$ cat config.mk
export PLATFORM = sky130hd
export DESIGN_NAME = coin_accumulator
export DESIGN_NICKNAME = d
export VERILOG_FILES = /design/src/rtl/vm_pkg.sv /design/src/rtl/refund_picker.sv /design/src/rtl/coin_accumulator.sv
export SDC_FILE = /design/constraint.sdc
export NUM_CORES = 1
export LEC_CHECK = 0
export ABC_AREA = 1
export CAP_MARGIN = 15
export CORE_MARGIN = 4
export CORE_UTILIZATION = 56
export DETAILED_ROUTE_END_ITERATION = 12
export GPL_ROUTABILITY_DRIVEN = 1
export PLACE_DENSITY = 0.86
export SETUP_SLACK_MARGIN = 0.4
export SYNTH_ARGS = -nofsm -noshare
export SYNTH_HDL_FRONTEND = slang
export SYNTH_HIERARCHICAL = 1
export SYNTH_SLANG_ARGS = --single-unit
$ cat constraint.sdc
create_clock -name clk -period 2.93 [get_ports clk]
set_input_delay 0.879 -clock clk [delete_from_list [all_inputs] [get_ports clk]]
set_output_delay 0.879 -clock clk [all_outputs]
set_load 0.01 [all_outputs]
$ cat src/rtl/vm_pkg.sv
// vm_pkg: coin encodings, FSM states and credit limits shared by the vending datapath.
package vm_pkg;
  localparam int AMT_W = 5;
  localparam int MAX_AMOUNT = 31;
  localparam logic [1:0] COIN_1 = 2'b00;
  localparam logic [1:0] COIN_2 = 2'b01;
  localparam logic [1:0] COIN_5 = 2'b10;
  localparam logic [1:0] COIN_10 = 2'b11;
  typedef enum logic [1:0] {ST_IDLE, ST_HOLD, ST_REFUND} state_t;
  function automatic logic [AMT_W-1:0] coin_value(input logic [1:0] t);
    return t == COIN_10 ? AMT_W'(10) : t == COIN_5 ? AMT_W'(5) : t == COIN_2 ? AMT_W'(2) : AMT_W'(1);
  endfunction
endpackage

$ cat src/rtl/refund_picker.sv
// refund_picker: largest coin from {10,5,2,1} not exceeding the given amount.
module refund_picker
  import vm_pkg::*;
#(
  parameter int WIDTH = 5
) (
  input  logic [WIDTH-1:0] amount,
  output logic [1:0]       coin,
  output logic [WIDTH-1:0] value
);
  always_comb begin
    coin = amount >= WIDTH'(10) ? COIN_10 : amount >= WIDTH'(5) ? COIN_5 :
           amount >= WIDTH'(2) ? COIN_2 : COIN_1;
    value = WIDTH'(coin_value(coin));
  end
endmodule

$ cat src/rtl/coin_accumulator.sv
// coin_accumulator: accepts coins, applies price deductions and refunds the
// remaining credit one coin per handshake on cancel.
module coin_accumulator
  import vm_pkg::*;
#(
  parameter int WIDTH = 5,
  parameter int MAX_AMOUNT = vm_pkg::MAX_AMOUNT
) (
  input  logic             clk,
  input  logic             rst_n,
  input  logic             coin_valid,
  input  logic [1:0]       coin_type,
  output logic             coin_ready,
  input  logic             cancel,
  input  logic             deduct_valid,
  input  logic [WIDTH-1:0] deduct_value,
  output logic             deduct_ack,
  output logic             deduct_nack,
  output logic             coin_reject,
  output logic [WIDTH-1:0] amount,
  output logic             refund_valid,
  output logic [1:0]       refund_coin,
  input  logic             refund_ready,
  output logic             busy
);
  state_t state;
  logic [WIDTH:0] sum;
  logic [1:0] pick_coin;
  logic [WIDTH-1:0] pick_value;
  refund_picker #(.WIDTH(WIDTH)) u_pick (.amount(amount), .coin(pick_coin), .value(pick_value));
  assign sum = {1'b0, amount} + (WIDTH+1)'(coin_value(coin_type));
  assign coin_ready = state != ST_REFUND && !cancel && !deduct_valid;
  assign refund_valid = state == ST_REFUND;
  assign busy = state == ST_REFUND;
  assign refund_coin = refund_valid ? pick_coin : COIN_1;
  always_ff @(posedge clk or negedge rst_n) begin
    if (!rst_n) begin
      state <= ST_IDLE;
      amount <= '0;
      deduct_ack <= 1'b0;
      deduct_nack <= 1'b0;
      coin_reject <= 1'b0;
    end else begin
      deduct_ack <= 1'b0;
      deduct_nack <= 1'b0;
      coin_reject <= 1'b0;
      if (state == ST_REFUND) begin
        if (refund_ready) begin
          amount <= amount - pick_value;
          if (amount == pick_value) state <= ST_IDLE;
        end
      end else if (cancel) begin
        if (amount != '0) state <= ST_REFUND;
      end else if (deduct_valid) begin
        if (deduct_value <= amount) begin
          amount <= amount - deduct_value;
          deduct_ack <= 1'b1;
          state <= amount == deduct_value ? ST_IDLE : ST_HOLD;
        end else begin
          deduct_nack <= 1'b1;
        end
      end else if (coin_valid) begin
        // sum is one bit wider so an overflowing coin is caught before truncation
        if (sum <= (WIDTH+1)'(MAX_AMOUNT)) begin
          amount <= sum[WIDTH-1:0];
          state <= ST_HOLD;
        end else begin
          coin_reject <= 1'b1;
        end
      end
    end
  end
endmodule
* After elaboration in Yosys (flattened, before gate mapping)
Cells that the tools add are included.
Storage, ports and cells: bits in registers 10
Cells by class: magnitude comparators 5, add/subtract/negate cells 3, reduce and logical (&&, ||, !) cells 11, muxes and demuxes 40, equal/unequal tests 16
Operators with widths (number):
- 5-bit 2-to-1 mux | 9
- 2-bit 2-to-1 mux | 14
- 1-bit 2-to-1 mux | 15
- 2-bit == test, second input constant | 5
- 5-bit == test | 2
- 5-bit subtractor | 2
- 4-bit nonzero test | 2
- 5-bit by 4-bit adder with 6-bit output | 1
- 6-bit by 5-bit <= comparator with 1-bit output, second input constant | 1
- 2-bit by 1-bit != test with 1-bit output, second input constant | 3
- 3-bit by 1-bit != test with 1-bit output, second input constant | 2
- 6-bit AND reduction | 1
- 3-bit nonzero test | 2
- 5-bit by 2-bit >= comparator with 1-bit output, second input constant | 1
- 5-bit by 3-bit >= comparator with 1-bit output, second input constant | 1
- 5-bit by 4-bit >= comparator with 1-bit output, second input constant | 1
- 5-bit <= comparator | 1
- 5-bit AND reduction | 1
- 5-bit nonzero test | 1
- 2-bit by 1-bit == test with 1-bit output, second input constant | 2
- 4-bit 2-to-1 mux | 1
- 4-bit by 2-bit != test with 1-bit output, second input constant | 1
- 3-bit 2-to-1 mux | 1
- 1-bit logical AND | 2
- 2 further kinds | 3

* Longest topological paths before layout
word-level depth 12, depth in mapped cells 15, mapped depth without buffers 15

* Hierarchy
The synthesis kept the hierarchy.
Modules (own cells, without submodules):
- coin_accumulator | times used 1, sequential area each 250.2 um^2, cells each 180, area an instance 1201.2 um^2
- refund_picker | times used 1, sequential area each 0.0 um^2, cells each 20, area an instance 123.9 um^2

* Worst setup path after synthesis
OpenSTA, ideal clock, no wires.
path type input port to output port, start in deduct_valid, end out coin_ready, data arrival time 1.469 ns, setup slack 0.582 ns, stages on the path 2, required time 2.051 ns, cell sequence buf_4 nor3_1
Between the ends: word-level cells in the longest chain between the ends 2
RTL lines:
- start: declaration | line coin_accumulator.sv:15 | input logic deduct_valid,
- 1-bit zero test | line coin_accumulator.sv:32 | assign coin_ready = state != ST_REFUND && !cancel && !deduct_valid;
- 1-bit logical AND | line coin_accumulator.sv:32
- end: declaration | line coin_accumulator.sv:13 | output logic coin_ready,
No other way between the ends.

* Final worst setup path
start in deduct_value[0], end reg amount[4]
Between the ends: word-level cells in the longest chain between the ends 5
RTL lines:
- start: declaration | line coin_accumulator.sv:16 | input logic [WIDTH-1:0] deduct_value,
- 5-bit subtractor | line coin_accumulator.sv:56 | amount <= amount - deduct_value;
- 5-bit 2-to-1 mux | line coin_accumulator.sv:55 | if (deduct_value <= amount) begin
- 5-bit 2-to-1 mux | line coin_accumulator.sv:54 | end else if (deduct_valid) begin
- 5-bit 2-to-1 mux | line coin_accumulator.sv:52 | end else if (cancel) begin
- 5-bit 2-to-1 mux | line coin_accumulator.sv:47 | if (state == ST_REFUND) begin
- end signal: assignment | line coin_accumulator.sv:49 | amount <= amount - pick_value;
- end signal: assignment | line coin_accumulator.sv:56
- end signal: assignment | line coin_accumulator.sv:65 | amount <= sum[WIDTH-1:0];
- end: declaration | line coin_accumulator.sv:20 | output logic [WIDTH-1:0] amount,
Parallel ways exist; a longest one is shown, timed or not. The select of a mux whose other input is x is not followed. A chain may end at the register's enable or synchronous reset.

==> metrics.yaml <==
nNetsFinal: 266
hold_ws_ns: 0.4810
yosysSeqAreaShare: 0.1889
dp_hpwl_microns: 2539
diodes: 0
ant_nets: 0
yosys_warnings: 6
slew_viol_final: 0
synthTopCellsByArea: "dfrtp_1, nand2_1, ha_1"
cp.required_ns: 3.08
final_util: 0.7737
maxCapViolations: 0
globalRouteOverflowTotal: 0
place_congestion: 0.8952
rsz0062_at_grt: "false"
area_growth_pct: 30.41
critPathLaunchType: "input port"
power_mw: 1.913
setup_viol: 0
syn_area_per_cell_sq_um: 6.625
cts.clk_slew.worst_paths_ns: 0.06
via_per_inst: 5.277
clock_sinks: 10
min_period_over_period: 0.8242
arrival_ns: 2.56
num_rows: 17
dp_worst_setup_slack_ns: -0.08562
cts_tree: "done"
dr_total_vias: 1393
ctsHoldBuffers: 0
mappedNetlistArea_sq_mm: 0.001325
numPortBuffers: 25
ys_ff_latch: 10
cts-root-buf: "clkbuf_4"
antenna_found_initial: 0
cp_slowest_cell: "clkdlybuf4s50_1"
dr.pass1.iters: 4
p_leak_nw: 0.9664
dieArea_sq_mm: 0.003208
critPathMaxStageDelay_ns: 0.41
io-pin-count: 26
start_util: 0.5933
layout-drive-gt1-share: 0.2288
syn-num-nets: 228
htree_levels: 1
insertion_delay_ns: 0.25
grt_pass1_wl_microns: 5409
drt_iter0_drc: 41
placed_area_sq_mm: 0.001610
timing.critical_path.mode_cell: "nand2_1"
grt_pass1_vias: 1351
wl_per_cell_microns: 12.05
yosysTopAreaCell: "dfrtp_1"
hold_class: "reg2reg"
crit_chain: "clkdlybuf4s50_1 > ha_1 > fa_1 > inv_1 > nand3_1 > nand3_1 > nand2_1 > nand3_1 > nand2_1 > nand2_1 > nand2_1 > nand2_1 > nand2_1"
critical_path_class: "in2reg"
crit_fanout: 3
drt-total-wl_microns: 3181
end_kind: "flop"
cts_buffers: 3
outcome: "finished, final reports clean"
track_usage: 0.2051
layout_common_cells: "nand2_1, inv_1, clkdlybuf4s50_1"
netlist-cell-type-count: 31
die_h_microns: 56.64
post-route-worst-setup-slack_ns: 0.5151
clock_skew_ns: 0.0009487
fin_area_sq_mm: 0.001728
synth_top_area_frac: 0.1889
clockBufferDepth: 2
grt_max_degree: 11
fp.coreArea_sq_mm: 0.002233
vdd_ir_drop_max_uv: 698.7
p_per_area_mw_per_mm2: 1107
max_freq_mhz: 414.1
drc: 0
period_minus_slack_ns: 2.415
hold_viol_final: 0
synthesis.instances: 200
die_x_microns: 56.64
layout_commonest_cell: "nand2_1"
## worst max-delay path, delay by kind of cell
| kind | cells | cell delay (ns) |
|---|---|---|
| AND/OR/NAND/NOR | 9 | 0.60 |
| adder cells (fa/ha/maj) | 2 | 0.59 |
| buffers and inverters | 2 | 0.50 |
## state kept, by name, indices dropped and copies added (netlist names)
| name | cells |
|---|---|
| amount | 5 |
| state | 2 |
| coin_reject | 1 |
| deduct_nack | 1 |
| deduct_ack | 1 |
## cells by family after synthesis
kind of cell,after synthesis,synth area share
buf+inv,44,0.1388
flops,10,0.1889
fa+ha+maj,15,0.1586
other cells,1,0.002830
compound gates,21,0.1058
simple gates,105,0.3787
xor+xnor,4,0.02644
## metal layers
metal	GRT usage	wire (microns)	vias to the layer above
met5	0	0	-
met4	0.08475	56	0
met3	0.02299	213	8
met2	0.3564	1567	56
met1	0.2539	1344	631
li1	-	-	698
## Yosys cell counts, drive strengths merged
cell type	number
and3	1
inv	37
a21oi	8
nand2	59
clkbuf	1
dfrtp	10
buf	4
clkinv	2
nor2	21
a221oi	2
ha	12
conb	1
xor2	3
xnor2	1
o21ai	6
nand4	2
nand3	16
fa	3
o21bai	4
nor3	3
nand3b	3
o21a	1
## stage by stage
stage	instances	setup TNS (ns)
2_1_floorplan	200	0
3_3_place_gp	253	-0.07295
3_5_place_dp	253	-0.08562
4_1_cts	259	0
5_1_grt	264	0
6_report	264	0
## cell type report
class	count	area, sq um
fillers	182	505.5
clock buffers	3	22.52
flip-flops and latches	10	255.2
inverters	39	146.4
well taps	28	35.03
multi-input cells	146	922.1
repair buffers	38	346.6
## where the power goes
| part | switching (mW) | leakage (nW) | internal, mW |
|---|---|---|---|
| clock network | 0.0393 | 0.0138 | 0.0470 |
| logic | 0.891 | 0.829 | 0.682 |
| registers | 0.0554 | 0.123 | 0.199 |
## worst paths after layout
kind / startpoint / to / slack, ns / cells past startpoint
setup / recovery: deduct_value[0] / amount[4] / 0.52 / 13
hold / removal: state[1] / state[1] / 0.48 / 2
setup reg to reg: amount[1] / amount[4] / 0.72 / 11
hold reg to reg: state[1] / state[1] / 0.48 / 2
max in group asynchronous: rst_n / amount[1] / 1.69 / 1
min in group asynchronous: rst_n / amount[3] / 0.93 / 1
## timing repair
action,in CTS,in global routing
gates resized for setup,11,14
buffers inserted,3,5
pin swaps,1,5
endpoints found under the setup margin,4,9
Power figures use the tool's default switching activity.
